--- src/rtl/bsearch_pkg.sv ---
`default_nettype none
// ---------------------------------------------------------------------------
// bsearch_pkg : shared types and defaults for the binary-search controller
// rev 1.0
// ---------------------------------------------------------------------------
package bsearch_pkg;

    localparam int DEF_WIDTH  = 4;
    localparam int DEF_SETTLE = 2;

    typedef enum logic [1:0] {
        S_IDLE = 2'd0,
        S_WAIT = 2'd1,
        S_DONE = 2'd2,
        S_ERR  = 2'd3
    } state_e;

    typedef enum logic [1:0] {
        FL_LT  = 2'd0,
        FL_GT  = 2'd1,
        FL_EQ  = 2'd2,
        FL_BAD = 2'd3
    } flag_e;

    // Anything other than exactly one flag set is an inconsistent comparator.
    function automatic flag_e decode_flags(input logic lt, input logic gt, input logic eq);
        flag_e f;
        case ({lt, gt, eq})
            3'b100:  f = FL_LT;
            3'b010:  f = FL_GT;
            3'b001:  f = FL_EQ;
            default: f = FL_BAD;
        endcase
        return f;
    endfunction

endpackage
`default_nettype wire

--- src/rtl/bsearch_ctrl_if.sv ---
`default_nettype none
// ---------------------------------------------------------------------------
// bsearch_ctrl_if : start/comparator-flag/result bundle of bsearch_ctrl
// rev 1.0
// ---------------------------------------------------------------------------
interface bsearch_ctrl_if
    import bsearch_pkg::*;
#(
    parameter int WIDTH = DEF_WIDTH,
    parameter int TW    = $clog2(WIDTH + 2)
);
    logic             start;
    logic             A_lt_B;
    logic             A_gt_B;
    logic             A_eq_B;
    logic [WIDTH-1:0] guess;
    logic             busy;
    logic             done;
    logic             err;
    logic [WIDTH-1:0] found;
    logic [TW-1:0]    tries;

    modport master (
        output start, A_lt_B, A_gt_B, A_eq_B,
        input  guess, busy, done, err, found, tries
    );

    modport slave (
        input  start, A_lt_B, A_gt_B, A_eq_B,
        output guess, busy, done, err, found, tries
    );
endinterface
`default_nettype wire

--- src/rtl/bsearch_bounds.sv ---
`default_nettype none
// ---------------------------------------------------------------------------
// bsearch_bounds : next lo/hi/midpoint for one comparator verdict
// rev 1.0
// ---------------------------------------------------------------------------
module bsearch_bounds
    import bsearch_pkg::*;
#(
    parameter int WIDTH = DEF_WIDTH
) (
    input  logic [WIDTH-1:0] lo_i,
    input  logic [WIDTH-1:0] hi_i,
    input  logic [WIDTH-1:0] guess_i,
    input  flag_e            flag_i,
    output logic [WIDTH-1:0] lo_o,
    output logic [WIDTH-1:0] hi_o,
    output logic [WIDTH-1:0] mid_o,
    output logic             err_o
);
    logic [WIDTH:0] w_sum;

    // The edge checks flag the cases where +1/-1 would wrap; the wrapped
    // bound is then never committed.
    always_comb begin
        lo_o  = lo_i;
        hi_o  = hi_i;
        err_o = 1'b0;
        case (flag_i)
            FL_LT: begin
                err_o = (guess_i == hi_i);
                lo_o  = guess_i + WIDTH'(1);
            end
            FL_GT: begin
                err_o = (guess_i == lo_i);
                hi_o  = guess_i - WIDTH'(1);
            end
            default: ;
        endcase
        w_sum = {1'b0, lo_o} + {1'b0, hi_o};
        mid_o = w_sum[WIDTH:1];
    end

endmodule
`default_nettype wire

--- src/rtl/bsearch_ctrl.sv ---
`default_nettype none
// ---------------------------------------------------------------------------
// bsearch_ctrl : binary search of a hidden comparator operand
// rev 1.0
// ---------------------------------------------------------------------------
module bsearch_ctrl
    import bsearch_pkg::*;
#(
    parameter int WIDTH  = DEF_WIDTH,
    parameter int SETTLE = DEF_SETTLE,
    parameter int TW     = $clog2(WIDTH + 2)
) (
    input  logic          CLK,
    input  logic          nRST,
    bsearch_ctrl_if.slave bus
);
    localparam int               CW       = (SETTLE > 1) ? $clog2(SETTLE) : 1;
    localparam logic [CW-1:0]    CNT_LOAD = CW'(SETTLE - 1);
    localparam logic [WIDTH-1:0] MAXV     = '1;
    localparam logic [WIDTH-1:0] MID0     = MAXV >> 1;

    state_e           state_q, state_d;
    logic [WIDTH-1:0] lo_q, lo_d, hi_q, hi_d;
    logic [WIDTH-1:0] guess_q, guess_d, found_q, found_d;
    logic [TW-1:0]    tries_q, tries_d;
    logic [CW-1:0]    cnt_q, cnt_d;
    logic             busy_q, busy_d, done_q, done_d, err_q, err_d;

    flag_e            w_flag;
    logic [WIDTH-1:0] w_lo_n, w_hi_n, w_mid_n;
    logic             w_bnd_err;

    assign w_flag = decode_flags(bus.A_lt_B, bus.A_gt_B, bus.A_eq_B);

    bsearch_bounds #(.WIDTH(WIDTH)) u_bounds (
        .lo_i    (lo_q),
        .hi_i    (hi_q),
        .guess_i (guess_q),
        .flag_i  (w_flag),
        .lo_o    (w_lo_n),
        .hi_o    (w_hi_n),
        .mid_o   (w_mid_n),
        .err_o   (w_bnd_err)
    );

    always_ff @(posedge CLK or negedge nRST) begin
        if (!nRST) begin
            state_q <= S_IDLE;
            lo_q    <= '0;
            hi_q    <= MAXV;
            guess_q <= '0;
            found_q <= '0;
            tries_q <= '0;
            cnt_q   <= '0;
            busy_q  <= 1'b0;
            done_q  <= 1'b0;
            err_q   <= 1'b0;
        end else begin
            state_q <= state_d;
            lo_q    <= lo_d;
            hi_q    <= hi_d;
            guess_q <= guess_d;
            found_q <= found_d;
            tries_q <= tries_d;
            cnt_q   <= cnt_d;
            busy_q  <= busy_d;
            done_q  <= done_d;
            err_q   <= err_d;
        end
    end

    always_comb begin
        state_d = state_q;
        lo_d    = lo_q;
        hi_d    = hi_q;
        guess_d = guess_q;
        found_d = found_q;
        tries_d = tries_q;
        cnt_d   = cnt_q;
        busy_d  = busy_q;
        done_d  = done_q;
        err_d   = err_q;
        case (state_q)
            S_IDLE, S_DONE, S_ERR: begin
                if (bus.start) begin
                    lo_d    = '0;
                    hi_d    = MAXV;
                    guess_d = MID0;
                    tries_d = '0;
                    cnt_d   = CNT_LOAD;
                    busy_d  = 1'b1;
                    done_d  = 1'b0;
                    err_d   = 1'b0;
                    state_d = S_WAIT;
                end
            end
            S_WAIT: begin
                if (cnt_q != '0) begin
                    cnt_d = cnt_q - CW'(1);
                end else begin
                    // Counter expired: this edge is the evaluation edge.
                    tries_d = tries_q + TW'(1);
                    case (w_flag)
                        FL_EQ: begin
                            found_d = guess_q;
                            done_d  = 1'b1;
                            busy_d  = 1'b0;
                            state_d = S_DONE;
                        end
                        FL_LT, FL_GT: begin
                            if (w_bnd_err) begin
                                err_d   = 1'b1;
                                busy_d  = 1'b0;
                                state_d = S_ERR;
                            end else begin
                                lo_d    = w_lo_n;
                                hi_d    = w_hi_n;
                                guess_d = w_mid_n;
                                cnt_d   = CNT_LOAD;
                            end
                        end
                        default: begin
                            err_d   = 1'b1;
                            busy_d  = 1'b0;
                            state_d = S_ERR;
                        end
                    endcase
                end
            end
            default: state_d = S_IDLE;
        endcase
    end

    assign bus.guess = guess_q;
    assign bus.busy  = busy_q;
    assign bus.done  = done_q;
    assign bus.err   = err_q;
    assign bus.found = found_q;
    assign bus.tries = tries_q;

endmodule
`default_nettype wire
--- src/flat_wrapper.sv ---
// flat-port wrapper written by rule: the top's interface ports become plain ports
module bsearch_ctrl_flat import bsearch_pkg::*;
#(
    parameter int WIDTH  = DEF_WIDTH,
    parameter int SETTLE = DEF_SETTLE,
    parameter int TW     = $clog2(WIDTH + 2)
)
  (CLK, nRST, bus_start, bus_A_lt_B, bus_A_gt_B, bus_A_eq_B, bus_guess, bus_busy, bus_done, bus_err, bus_found, bus_tries);
  bsearch_ctrl_if #(.WIDTH(WIDTH), .TW(TW)) bus_i ();
  input  logic CLK;
  input  logic nRST;
  input wire logic [$bits(bus_i.start)-1:0] bus_start;
  input wire logic [$bits(bus_i.A_lt_B)-1:0] bus_A_lt_B;
  input wire logic [$bits(bus_i.A_gt_B)-1:0] bus_A_gt_B;
  input wire logic [$bits(bus_i.A_eq_B)-1:0] bus_A_eq_B;
  output wire logic [$bits(bus_i.guess)-1:0] bus_guess;
  output wire logic [$bits(bus_i.busy)-1:0] bus_busy;
  output wire logic [$bits(bus_i.done)-1:0] bus_done;
  output wire logic [$bits(bus_i.err)-1:0] bus_err;
  output wire logic [$bits(bus_i.found)-1:0] bus_found;
  output wire logic [$bits(bus_i.tries)-1:0] bus_tries;
  assign bus_i.start = bus_start;
  assign bus_i.A_lt_B = bus_A_lt_B;
  assign bus_i.A_gt_B = bus_A_gt_B;
  assign bus_i.A_eq_B = bus_A_eq_B;
  assign bus_guess = bus_i.guess;
  assign bus_busy = bus_i.busy;
  assign bus_done = bus_i.done;
  assign bus_err = bus_i.err;
  assign bus_found = bus_i.found;
  assign bus_tries = bus_i.tries;
  bsearch_ctrl #(.WIDTH(WIDTH), .SETTLE(SETTLE), .TW(TW)) u_core (.CLK(CLK), .nRST(nRST), .bus(bus_i));
endmodule
--- config.mk ---
export PLATFORM = sky130hd
export DESIGN_NAME = bsearch_ctrl_flat
export DESIGN_NICKNAME = d
export VERILOG_FILES = /design/src/rtl/bsearch_pkg.sv /design/src/rtl/bsearch_ctrl_if.sv /design/src/rtl/bsearch_bounds.sv /design/src/rtl/bsearch_ctrl.sv /design/src/flat_wrapper.sv
export SDC_FILE = /design/constraint.sdc
export NUM_CORES = 1
export LEC_CHECK = 0
export ABC_AREA = 1
export CORE_ASPECT_RATIO = 2
export CORE_MARGIN = 10
export CORE_UTILIZATION = 50
export DETAILED_ROUTE_END_ITERATION = 10
export HOLD_SLACK_MARGIN = 0.06
export PLACE_DENSITY = 0.73
export SLEW_MARGIN = 20
export SYNTH_ARGS = -nofsm -noshare
export SYNTH_HDL_FRONTEND = slang
export SYNTH_HIERARCHICAL = 1
export SYNTH_SLANG_ARGS = --single-unit
--- constraint.sdc ---
create_clock -name CLK -period 3.9 [get_ports CLK]
set_input_delay 0.585 -clock CLK [delete_from_list [all_inputs] [get_ports CLK]]
set_output_delay 0.585 -clock CLK [all_outputs]
set_load 0.02 [all_outputs]
* Word level (Yosys, flattened, before mapping) *
Cells that the tools add are included.

storage, ports and cells
  register bits after elaboration = 25
  output and inout bits = 14
  word-level logic and storage cells = 87

cells by class
  add/subtract/negate cells = 5
  equality and inequality tests = 17
  multiplexer cells = 44
  bitwise operators = 1
  reductions and logical operators = 10

operators with widths
  cell                   count
  $mux W4                14
  $pmux W4 S2            3
  $mux W1                12
  $pmux W1 S2            6
  $ne A2 B2 Y1 const B   5
  $reduce_and A3 Y1      3
  $eq A4 B4 Y1           2
  $pmux W2 S2            2
  $reduce_and A4 Y1      2
  $eq A2 B2 Y1 const B   3
  $mux W2                3
  $mux W3                2
  $pmux W2 S3            1
  $pmux W3 S2            1
  $add A4 B4 Y5          1
  $add A4 B1 Y4 const B  1
  $eq A2 B1 Y1 const B   2
  $logic_not A2 Y1       2
  $sub A4 B1 Y4 const B  1
  $add A3 B1 Y3 const B  1
  $eq A3 B1 Y1 const B   1
  $eq A3 B2 Y1 const B   1
  $eq A3 B3 Y1 const B   1
  $ne A3 B3 Y1 const B   1
  other kinds (6)        6

* Logic depth before layout (Yosys ltp) *
Gate-level depths: netlist (run 1).

  depth in word-level cells = 9
  mapped depth = 19
  gate-level depth less buffers = 19

* By module *
Netlist (run 1), hierarchy kept.

by module, submodules not included
  module          instances  cells an instance  area each (µm²)  sequential area each (µm²)
  bsearch_ctrl    1          113                1084.8           630.6
  bsearch_bounds  1          88                 485.5            0.0

* Worst setup path before layout (run 1) *
Ideal clock, no wire load.

  path type = input-to-reg
  start = in bus_A_eq_B
  end = reg u_core.guess_q[2], in the netlist u_core/bus.guess[2]
  setup time = 0.123 ns
  arrival = 2.204 ns
  slack = 1.573 ns
  cell stages on the path = 16
  path buffers = 0
  path through = inv_2 nand2_1 nor2_2 inv_1 inv_2 nand2_4 o21ai_0 ha_1 nand3_1 nand2_1 nand2_1 nand2_1 nand2_1 nand2_1 nor2_1 a21oi_1

on the way
  cells in the longest elaborated chain, start to end = 9

ends and longest elaborated chain
  what                                        line                  text
  from (decl)                                 flat_wrapper.sv:15    input wire logic [$bits(bus_i.A_eq_B)-1:0] bus_A_eq_B;
  $eq A3 B1 Y1, or another cell as far along  bsearch_pkg.sv:28     case ({lt, gt, eq})
  $pmux W2 S3 *                               bsearch_pkg.sv:28
  named net u_core.w_flag[1]                  bsearch_ctrl.sv:29    flag_e w_flag;
  $eq A2 B1 Y1 *                              bsearch_bounds.sv:28  case (flag_i)
  $mux W4 *                                   bsearch_bounds.sv:28
  named net u_core.w_hi_n[1]                  bsearch_ctrl.sv:30    logic [WIDTH-1:0] w_lo_n, w_hi_n, w_mid_n;
  $add A4 B4 Y5 *                             bsearch_bounds.sv:39  w_sum = {1'b0, lo_o} + {1'b0, hi_o};
  named net u_core.w_mid_n[2]                 bsearch_ctrl.sv:30
  $mux W4 *                                   bsearch_ctrl.sv:111   if (w_bnd_err) begin
  $mux W4 *                                   bsearch_ctrl.sv:103   case (w_flag)
  $mux W4 *                                   bsearch_ctrl.sv:98    if (cnt_q != '0) begin
  $pmux W4 S2 *                               bsearch_ctrl.sv:83    case (state_q)
  to (signal assigned)                        bsearch_ctrl.sv:62    guess_q <= guess_d;
  to (decl)                                   bsearch_ctrl.sv:24    logic [WIDTH-1:0] guess_q, guess_d, found_q, found_d;

The timed path passes the listed nets; every way through them passes the cells marked *. The select of a mux whose other input is x is not followed.
A chain may end at the register's enable or synchronous reset.

* Final worst setup path (run 1) *
  start = in bus_A_gt_B
  end = reg u_core.lo_q[1]

RTL lines
  what                                              line                  text
  from (decl)                                       flat_wrapper.sv:14    input wire logic [$bits(bus_i.A_gt_B)-1:0] bus_A_gt_B;
  $eq A3 B1 Y1, or another cell as far along        bsearch_pkg.sv:28
  $pmux W2 S3 *                                     bsearch_pkg.sv:28
  named net u_core.w_flag[1]                        bsearch_ctrl.sv:29
  $eq A2 B1 Y1 or $logic_not A2 Y1 (tied branches)  bsearch_bounds.sv:28
  $pmux W1 S2 *                                     bsearch_bounds.sv:28
  named net u_core.w_bnd_err                        bsearch_ctrl.sv:31    logic w_bnd_err;
  $ne A2 B2 Y1 (no line) *                          --
  $reduce_and A4 Y1 (no line) *                     --
  to (signal assigned)                              bsearch_ctrl.sv:60    lo_q <= lo_d;
  to (decl)                                         bsearch_ctrl.sv:23    logic [WIDTH-1:0] lo_q, lo_d, hi_q, hi_d;

Marks and branches as above.

==> reports/metrics.csv, run 1 <==
stage,metric,value,unit
status,status,"complete, no violations",
logic_synthesis,yosysSeqAreaShare,40.2,%
clock_tree,hold_buffers,0,
worst_setup_path,crit_type,in -> reg,
logic_synthesis,avgSynthCellArea,7.81,um^2
logic_synthesis,yosys.area_share.xor_xnor,2.23,%
routing,drtIter0Drc,23,
worst_setup_path,path_buf_inv,5,
die,coreArea,2980,um^2
logic_synthesis,async_flop_share,100,%
sta,maxSlewHeadroom,63.3,%
logic_synthesis,ys_ff_latch,25,
logic_synthesis,syn_area,1570,um^2
routing,antenna_left,0,
sta,rsz0062_at_grt,no,
die,rows,28,
placement,port-buffer-count,19,
clock_tree,root_buffer,clkbuf_8,
logic_synthesis,synth_largest_area_cell,dfrtp_1,
logic_synthesis,synth_top_family_by_area,simple AND/OR/NAND/NOR gates,
worst_setup_path,rrSetupSlack,1.55,ns
routing,wl_met2,2.05,mm
sta,skew,0.0139,ns
logic_synthesis,synthSimpleGateAreaFrac,32.1,%
worst_setup_path,setup.worst_path.start,bus_A_gt_B,
worst_setup_path,critPathMaxStageDelay,0.50,ns
sta,finalMaxSlewViolations,0,
sta,finalHoldViolCount,0,
routing,dr.pass1.iters,4,
worst_setup_path,critical-path-slowest-cell,clkdlybuf4s50_1,
worst_setup_path,cp-start-kind,input port,
final_layout,postLayoutCoreUtil,61.2,%
clock_tree,clockBufferDepth,2,
final_layout,diodes,0,
die,die_w,59.6,um
clock_tree,cts_max_level,1,
logic_synthesis,synthCells,201,
sta,worstMarginPinSlew,0.551,ns
worst_setup_path,r2r_end,u_core/bus.guess[2]$_DFFE_PN0P_,
placement,place.gp.congestion,0.887,
global_routing,grt_overflow_total,0,
final_layout,seqCellArea,631,um^2
routing,routed.top_layer,met4,
die,die_height,99.3,um
pwr,power_density,557,nW/um^2
routing,wl,3.76,mm
worst_setup_path,cp_cell_sequence,clkdlybuf4s50_1 > nor2_1 > nor2_2 > inv_1 > inv_2 > nand2_4 > o21ai_0 > xor2_1 > nand3_1 > nor2_1 > inv_1 > nand3_4 > nand2_4 > inv_2 > nand2_1 > nand2_1,
global_routing,grt_usage,13.8,%
pwr,peakVddDrop,0.000394,V
clock_tree,cts_tree,done,
final_layout,nNetsFinal,235,
logic_synthesis,muxShareOfSynthArea,0.637,%
clock_tree,cts_resized,0,
worst_setup_path,regToRegStartpoint,u_core/bus.guess[0]$_DFFE_PN0P_,
clock_tree,cts_made_buffers,3,
clock_tree,path_clk_slew,0.10,ns
worst_setup_path,cp_max_fo,11,
routing,wl_met1,1.43,mm
routing,route.met3.wl,200,um
routing,post_drt_wl_per_cell,14.9,um
logic_synthesis,synth-edff-count,0,
final_layout,nFillCells,266,
die,ios,20,
global_routing,grt_pass1_wl,6.45,mm
die,start_util,52.7,%
clock_tree,cts_sinks,25,
routing,vias,1379,
worst_setup_path,cp.arrival,3.11,ns
global_routing,grt_pass1_vias,1428,
routing,drc,0,
logic_synthesis,synth_top_area_share,33.5,%
sta,hold_slack,0.278,ns
clock_tree,clk-insertion-delay-late,0.28,ns
clock_tree,cts_setup_buffers,0,
die,die-area,5920,um^2
pwr,leakagePower,0.912,nW
final_layout,layout_commonest_cell,nand2_1,
worst_setup_path,rr_worst_depth,12,
logic_synthesis,synth_area_leaders,"dfrtp_1 33%, nand2_1 14%, dfstp_2 6.7%, inv_1 5.5%, nand3_1 4.8%",
final_layout,multi_input_area,807,um^2
sta,timing.final.crit_share,74.4,%
sta,setup_viol,0,
global_routing,grt_start_max_net_pins,26,
sta,clock.fmax,0.345,GHz
logic_synthesis,synth_ff_type,dfrtp_1,
logic_synthesis,synth-compound-area-share,11.2,%
worst_setup_path,worst-path-stages,16,
worst_setup_path,critPathRequiredTime,4.11,ns
global_routing,antenna_found_initial,0,
hold_path,hp-class,in -> async,
routing,viasPerCell,5.47,
logic_synthesis,syn_nets,213,
final_layout,syn2layout_area_growth,16.0,%
worst_setup_path,cp-end-kind,flip-flop,
worst_setup_path,endpoint,u_core/lo_q[1]$_DFFE_PN0P_,
placement,dpl.hpwl,3.03,mm
logic_synthesis,ys_types,31,
sta,fin_crit,2.90,ns
final_layout,layout_common_cells,"59 x nand2_1, 23 x inv_1, 21 x dfrtp_1",
final_layout,drive_above_1_share,15.3,%
logic_synthesis,ys_warn_count,6,
worst_setup_path,crit_family,buffers and inverters,
pwr,p_total,1.02,mW
logic_synthesis,synth-adder-area-share,5.26,%
sta,tns,0,ns
job,maxCapViolations,0,
[worst reg2reg max path, cell delays in order, from the launching register on]
cell	delay, ns
dfrtp_1	0.45
inv_1	0.15
ha_1	0.33
o21ai_0	0.45
ha_1	0.33
nand3_1	0.08
nand2_1	0.06
nand2_1	0.08
nand2_1	0.06
nand2_1	0.05
nand2_1	0.05
nor2_1	0.09
a21oi_1	0.05
[logic make-up after synthesis]
group / count (synthesis)
and+or+nand+nor: 105
xor gates and xnor gates: 4
adders and majority gates: 6
DFF: 25
buffers and inverters: 32
muxes: 1
AOI/OAI and AO/OA: 28
[sequential cells by signal, summed over array words and instances (netlist names)]
signal / count
u_core/bus.busy: 1
u_core/bus.done: 1
u_core/bus.err: 1
u_core/bus.found: 4
u_core/bus.guess: 4
u_core/bus.tries: 3
u_core/cnt_q: 1
u_core/hi_q: 4
u_core/lo_q: 4
u_core/state_q: 2
[layout make-up]
cell class | instances | share of cell area [%]
Multi-Input combinational cell | 144 | 44.3
Clock inverter | 1 | 0.412
Timing Repair Buffer | 19 | 10.2
Clock buffer | 3 | 2.27
Tap cell | 30 | 2.06
Inverter | 30 | 6.18
Sequential cell | 25 | 34.6
[layer usage]
layer  up-vias  GRT usage, %
li1        682             -
met1       649          13.7
met2        40          25.3
met3         8          2.80
met4         0          6.42
met5         -             0
[report_power, final]
part / switching [mW] / total, mW / internal [mW]
logic: 0.290 / 0.470 / 0.180
registers: 0.0548 / 0.385 / 0.330
clock network: 0.0876 / 0.160 / 0.0726
[Yosys cell counts (2+ instances only)]
| cell | n |
|---|---|
| a21oi_1 | 8 |
| dfrtp_1 | 21 |
| dfstp_2 | 4 |
| ha_1 | 5 |
| inv_1 | 23 |
| inv_2 | 7 |
| nand2_1 | 59 |
| nand2_2 | 5 |
| nand2_4 | 3 |
| nand3_1 | 15 |
| nand4_1 | 2 |
| nor2_1 | 11 |
| nor2_4 | 2 |
| o21ai_0 | 12 |
| o21ai_2 | 2 |
| o22a_1 | 4 |
| or2_2 | 2 |
| xor2_1 | 3 |
[worst min path at each step]
| stage | slack, ns | end | depth (start not counted) | startpoint |
|---|---|---|---|---|
| after floorplan | 0.29 | u_core/bus.busy$_DFFE_PN0P_ | 0 | nRST |
| after global placement | 0.46 | u_core/bus.busy$_DFFE_PN0P_ | 2 | u_core/bus.busy$_DFFE_PN0P_ |
| after detailed placement | 0.47 | u_core/bus.busy$_DFFE_PN0P_ | 2 | u_core/bus.busy$_DFFE_PN0P_ |
| after CTS | 0.49 | u_core/bus.busy$_DFFE_PN0P_ | 2 | u_core/bus.busy$_DFFE_PN0P_ |
| after global routing | 0.31 | u_core/bus.found[3]$_DFFE_PN0P_ | 1 | nRST |
| final | 0.28 | u_core/bus.found[2]$_DFFE_PN0P_ | 1 | nRST |
[stage by stage]
stage / cell area, um^2 / setup slack [ns] / instances
final: 1820 / 0.999 / 252
after CTS: 1830 / 1.01 / 252
after global routing: 1820 / 0.698 / 252
after floorplan: 1570 / 1.57 / 201
after detailed placement: 1780 / 0.723 / 248
after global placement: 1780 / 0.789 / 248
(Power assumes the default switching activity.)
==> run 2, diff against run 1 <==
--- a/config.mk
+++ b/config.mk
@@ -8,10 +8,10 @@
 export ABC_AREA = 1
 export CORE_ASPECT_RATIO = 2
 export CORE_MARGIN = 10
-export CORE_UTILIZATION = 50
+export CORE_UTILIZATION = 49
 export DETAILED_ROUTE_END_ITERATION = 10
 export HOLD_SLACK_MARGIN = 0.06
-export PLACE_DENSITY = 0.73
+export PLACE_DENSITY = 0.75
 export SLEW_MARGIN = 20
 export SYNTH_ARGS = -nofsm -noshare
 export SYNTH_HDL_FRONTEND = slang
==> constraint.sdc (replaced) <==
create_clock -name CLK -period 2.5 [get_ports CLK]
set_input_delay 0.375 -clock CLK [delete_from_list [all_inputs] [get_ports CLK]]
set_output_delay 0.375 -clock CLK [all_outputs]
set_load 0.02 [all_outputs]
==> run 2 against run 1 <==
Critical path depth decreased by 1. Clock skew decreased by 0.0093 ns. Routed wire length decreased by 1.9%. Via count increased by 2.8%. Non-clock buffer count increased by 21. First-iteration DRC count increased by 4.3%. Clock power increased by 40%. Clock-buffer cell count unchanged. Cell count increased by 8.7%. Worst hold slack improved by 0.19 ns. Total power increased by 59%.
==> reports/metrics.csv, run 2 (same netlist as run 1, synthesis figures left out) <==
stage,metric,value,unit
global_routing,grt_start_max_net_pins,26,
sta,skew,0.00464,ns
final_layout,seqCellArea,631,um^2
worst_setup_path,rr_worst_depth,12,
clock_tree,cts_setup_buffers,0,
clock_tree,clk-insertion-delay-late,0.26,ns
worst_setup_path,critPathMaxStageDelay,0.43,ns
worst_setup_path,path_buf_inv,5,
final_layout,multi_input_area,838,um^2
pwr,netSwitchingPower,0.658,mW
die,rows,29,
sta,fin_crit,2.34,ns
clock_tree,path_clk_slew,0.08,ns
routing,drtIter0Drc,24,
placement,place.gp.congestion,0.892,
job,maxCapViolations,0,
pwr,swShare,40.8,%
clock_tree,cts_sinks,25,
sta,finalMaxSlewViolations,0,
worst_setup_path,crit_type,in -> reg,
pwr,power_frac_clock,13.8,%
clock_tree,cts_max_level,1,
pwr,combPwrFrac,49.0,%
clock_tree,cts_made_buffers,3,
routing,drc,0,
routing,post_drt_wl_per_cell,13.5,um
worst_setup_path,regToRegStartpoint,u_core/bus.guess[0]$_DFFE_PN0P_,
clock_tree,hold_buffers,0,
global_routing,grt_usage,12.9,%
final_layout,diodes,0,
final_layout,layout_common_cells,"59 x nand2_1, 21 x dfrtp_1, 20 x inv_1, 20 x buf_4, 17 x clkdlybuf4s50_1",
worst_setup_path,r2r_end,u_core/bus.guess[2]$_DFFE_PN0P_,
final_layout,syn2layout_area_growth,29.0,%
final_layout,nFillCells,257,
clock_tree,cts_tree,done,
placement,port-buffer-count,19,
sta,tns,0,ns
clock_tree,root_buffer,clkbuf_8,
pwr,leakagePower,1.04,nW
sta,worstMarginPinSlew,0.332,ns
global_routing,grt_pass1_wl,6.33,mm
worst_setup_path,crit_family,buffers and inverters,
die,start_util,50.3,%
worst_setup_path,critical-path-slowest-cell,fa_1,
final_layout,drive_above_1_share,25.5,%
die,die_w,60.0,um
pwr,pwr-share-seq,37.2,%
die,die_height,100,um
worst_setup_path,cp-start-kind,input port,
worst_setup_path,cp_cell_sequence,clkdlybuf4s50_1 > inv_2 > nand2_1 > nor2_2 > inv_2 > inv_2 > nand2_4 > nand2_1 > o21ai_0 > buf_4 > fa_1 > nand3b_1 > nand2_1 > nor2_1 > a21oi_1,
worst_setup_path,cp_max_fo,7,
status,status,"complete, no violations",
sta,rsz0062_at_grt,no,
pwr,power_density,797,nW/um^2
worst_setup_path,cp-end-kind,flip-flop,
placement,dpl.hpwl,3.02,mm
sta,hold_slack,0.469,ns
sta,worst_slack,0.161,ns
sta,setup_viol,0,
sta,maxSlewHeadroom,77.6,%
routing,vias,1417,
clock_tree,clockBufferDepth,2,
routing,viasPerCell,5.17,
die,coreArea,3120,um^2
global_routing,grt_pass1_vias,1482,
routing,antenna_left,0,
worst_setup_path,rrSetupSlack,0.28,ns
pwr,cellInternalPower,0.957,mW
worst_setup_path,critPathRequiredTime,2.69,ns
routing,wl,3.69,mm
sta,timing.final.crit_share,93.6,%
final_layout,nNetsFinal,256,
global_routing,antenna_found_initial,0,
pwr,peakVddDrop,0.000793,V
placement,dpl_worst_slack,-0.295,ns
sta,finalHoldViolCount,0,
worst_setup_path,cp.arrival,2.53,ns
sta,clock.fmax,0.428,GHz
pwr,p_total,1.62,mW
die,ios,20,
worst_setup_path,setup.worst_path.start,bus_A_eq_B,
die,die-area,6010,um^2
global_routing,grt_overflow_total,0,
hold_path,hp-class,in -> async,
routing,dr.pass1.iters,4,
final_layout,layout_commonest_cell,nand2_1,
## run 2: repair_timing
item | 4_1_cts | 5_1_grt
pin swaps | 0 | 3
endpoints found under the hold margin | 0 | 0
endpoints found under the setup margin | 1 | 15
resized for setup | 2 | 14
## run 2: worst reg2reg max path: cells and delay by family (launching register included)
kind / cells / cell delay, ns
adder cells (fa/ha/maj): 2 / 0.63
AND/OR/NAND/NOR: 7 / 0.49
flip-flops: 1 / 0.45
AO/OA/AOI/OAI: 2 / 0.37
buffers and inverters: 1 / 0.16
## run 2: power groups by stage
| stage | registers (mW) | clock network [mW] | logic [mW] |
|---|---|---|---|
| after floorplan | 0.671 | 0 | 0.422 |
| after global placement | 0.608 | 0 | 0.758 |
| after detailed placement | 0.609 | 0 | 0.772 |
| after CTS | 0.603 | 0.234 | 0.778 |
| after global routing | 0.618 | 0.246 | 0.881 |
| final | 0.600 | 0.224 | 0.792 |
## run 2: layout make-up
| type | count | area share (%) |
|---|---|---|
| Multi-Input combinational cell | 144 | 41.4 |
| Sequential cell | 25 | 31.1 |
| Timing Repair Buffer | 40 | 17.6 |
| Inverter | 30 | 5.68 |
| Clock buffer | 3 | 2.04 |
| Tap cell | 31 | 1.91 |
| Clock inverter | 1 | 0.247 |
## run 2: how the worst max path moves through the flow
stage / cells past startpoint / endpoint / slack (ns)
global route: 18 / u_core/bus.guess[2]$_DFFE_PN0P_ / 0.03
global placement: 16 / u_core/bus.guess[2]$_DFFE_PN0P_ / -0.29
finish: 15 / u_core/bus.guess[1]$_DFFE_PN0P_ / 0.16
detailed placement: 16 / u_core/bus.guess[2]$_DFFE_PN0P_ / -0.30
CTS: 17 / u_core/bus.guess[2]$_DFFE_PN0P_ / 0.05
floorplan: 12 / u_core/bus.guess[2]$_DFFE_PN0P_ / 0.36
## run 2: metal layers
metal | track usage, % | up-vias | wire length, um
li1 | - | 727 | -
met1 | 12.4 | 669 | 1400
met2 | 25.1 | 14 | 2150
met3 | 1.26 | 7 | 49
met4 | 5.90 | 0 | 84
met5 | 0 | - | 0
## run 2: stage by stage
| step | cell area, um^2 | std cells | utilization [%] |
|---|---|---|---|
| floorplan | 1570 | 201 | - |
| global placement | 1940 | 270 | 62.1 |
| detailed placement | 1940 | 270 | 62.1 |
| CTS | 1990 | 274 | 63.7 |
| global route | 2030 | 274 | 64.9 |
| finish | 2030 | 274 | 64.9 |
==> run 3, diff against run 2 <==
--- a/config.mk
+++ b/config.mk
@@ -6,12 +6,14 @@
 export NUM_CORES = 1
 export LEC_CHECK = 0
 export ABC_AREA = 1
+export CAP_MARGIN = 10
 export CORE_ASPECT_RATIO = 2
 export CORE_MARGIN = 10
-export CORE_UTILIZATION = 49
+export CORE_UTILIZATION = 56
 export DETAILED_ROUTE_END_ITERATION = 10
+export DONT_BUFFER_PORTS = 1
 export HOLD_SLACK_MARGIN = 0.06
-export PLACE_DENSITY = 0.75
+export PLACE_DENSITY = 0.74
 export SLEW_MARGIN = 20
 export SYNTH_ARGS = -nofsm -noshare
 export SYNTH_HDL_FRONTEND = slang
==> run 3 against run 2 <==
Combinational power decreased by 34%. Design area decreased by 16%. First-iteration DRC count increased by 83%. Global-route usage increased by 1.9 points. Critical path type is now reg -> reg. Highest routed layer unchanged.
==> reports/metrics.csv, run 3 (same netlist as run 1, synthesis figures left out) <==
stage,metric,value,unit
status,status,"complete, no violations",
placement,port-buffer-count,0,
pwr,power_density,866,nW/um^2
global_routing,antenna_found_initial,0,
clock_tree,path_clk_slew,0.09,ns
die,start_util,57.4,%
sta,worstMarginPinSlew,0.479,ns
routing,vias,1382,
clock_tree,cts_tree,done,
global_routing,grt_overflow_total,0,
hold_path,hp-class,in -> reg,
final_layout,layout.cells.non_filler,238,
pwr,leakagePower,0.871,nW
routing,viasPerCell,5.81,
routing,antenna_left,0,
routing,dr.pass1.iters,4,
sta,setup_viol,0,
placement,dpl.hpwl,3.04,mm
sta,hold_slack,0.387,ns
final_layout,seqCellArea,631,um^2
sta,timing.final.crit_share,87.1,%
final_layout,drive_above_1_share,18.2,%
sta,clock.fmax,0.459,GHz
clock_tree,clockBufferDepth,2,
worst_setup_path,regToRegStartpoint,u_core/bus.guess[2]$_DFFE_PN0P_,
routing,drtIter0Drc,44,
pwr,peakVddDrop,0.000609,V
final_layout,nNetsFinal,222,
sta,finalHoldViolCount,0,
final_layout,layout_commonest_cell,nand2_1,
final_layout,layout_common_cells,"59 x nand2_1, 23 x inv_1, 21 x dfrtp_1",
worst_setup_path,crit_type,reg -> reg,
die,ios,20,
hold_path,hp-start,bus_start,
placement,post-place-cells,232,
sta,maxSlewHeadroom,67.7,%
clock_tree,cts_max_level,1,
final_layout,nFillCells,233,
job,maxCapViolations,0,
final_layout,syn2layout_area_growth,7.97,%
die,die-area,5450,um^2
global_routing,grt_start_max_net_pins,26,
worst_setup_path,cp-start-kind,flip-flop,
routing,wl,3.91,mm
sta,worst_slack,0.324,ns
global_routing,grt_pass1_wl,6.58,mm
sta,fin_crit,2.18,ns
final_layout,multi_input_area,807,um^2
sta,finalMaxSlewViolations,0,
global_routing,grt_usage,14.9,%
global_routing,grt_pass1_vias,1471,
worst_setup_path,rrSetupSlack,0.32,ns
worst_setup_path,rr_worst_depth,11,
clock_tree,clk-insertion-delay-late,0.27,ns
die,coreArea,2740,um^2
worst_setup_path,cp_max_fo,8,
hold_path,min_to,u_core/bus.busy$_DFFE_PN0P_,
worst_setup_path,cp.arrival,2.34,ns
die,die_w,57.4,um
sta,skew,0.00517,ns
routing,post_drt_wl_per_cell,16.4,um
clock_tree,cts_made_buffers,3,
worst_setup_path,cp-end-kind,flip-flop,
final_layout,diodes,0,
clock_tree,root_buffer,clkbuf_8,
placement,dpl_worst_slack,0.139,ns
worst_setup_path,r2r_end,u_core/bus.guess[3]$_DFFE_PN0P_,
routing,drc,0,
clock_tree,cts_sinks,25,
sta,tns,0,ns
worst_setup_path,critPathRequiredTime,2.66,ns
die,die_height,94.9,um
placement,place.gp.congestion,0.890,
hold_path,min_path_cells,2,
die,rows,27,
sta,rsz0062_at_grt,no,
[run 3: critical path, cell delays in order (launching register included)]
cell and delay (ns):
dfrtp_1 0.64, nor2_1 0.13, nand3_1 0.10, nand2_1 0.05, o21ai_0 0.39, ha_1 0.37, nand3_1 0.10, nand2_1 0.06
inv_1 0.05, nand2_1 0.06, nand3_2 0.07, o21ai_2 0.05
[run 3: metal layers]
layer	up-vias	wire length [um]	track usage (%)
met1	636	1350	13.5
met2	60	2080	26.6
met3	24	267	4.03
met4	0	223	11.6
met5	-	0	0
li1	662	-	-
[run 3: per-stage QoR]
step	util, %	instance area, um^2	power [mW]
after floorplan	-	1570	1.09
after global placement	59.1	1620	1.19
after detailed placement	59.1	1620	1.21
after CTS	62.0	1700	1.48
after global routing	62.0	1700	1.58
final	62.0	1700	1.47
[run 3: final cells by class]
class / count / share of cell area [%]
inverters: 30 / 6.64
clock inverters: 1 / 0.443
well taps: 29 / 2.14
flip-flops and latches: 25 / 37.2
repair buffers: 6 / 3.54
multi-input cells: 144 / 47.6
clock buffers: 3 / 2.44
[run 3: repair_timing]
| item | in CTS | in global routing |
|---|---|---|
| endpoints found under the setup margin | 0 | 1 |
| gates resized for setup | 0 | 1 |
| buffers inserted | 0 | 0 |
| hold buffers | 2 | 0 |
| hold endpoints to repair | 25 | 0 |
[run 3: where the power goes]
part,switching [mW],internal [mW],leakage (nW)
Sequential,0.182,0.514,0.300
Combinational,0.350,0.176,0.549
Clock,0.134,0.113,0.0217
Total,0.665,0.803,0.871
[run 3: how the worst max path moves through the flow]
stage	startpoint	endpoint	slack, ns
2_1_floorplan	u_core/bus.guess[0]$_DFFE_PN0P_	u_core/bus.guess[2]$_DFFE_PN0P_	0.36
3_3_place_gp	bus_A_gt_B	u_core/bus.guess[2]$_DFFE_PN0P_	0.20
3_5_place_dp	bus_A_gt_B	u_core/bus.guess[1]$_DFFE_PN0P_	0.14
4_1_cts	u_core/bus.guess[0]$_DFFE_PN0P_	u_core/bus.guess[2]$_DFFE_PN0P_	0.26
5_1_grt	u_core/bus.guess[0]$_DFFE_PN0P_	u_core/bus.guess[2]$_DFFE_PN0P_	0.15
6_report	u_core/bus.guess[2]$_DFFE_PN0P_	u_core/bus.guess[3]$_DFFE_PN0P_	0.32
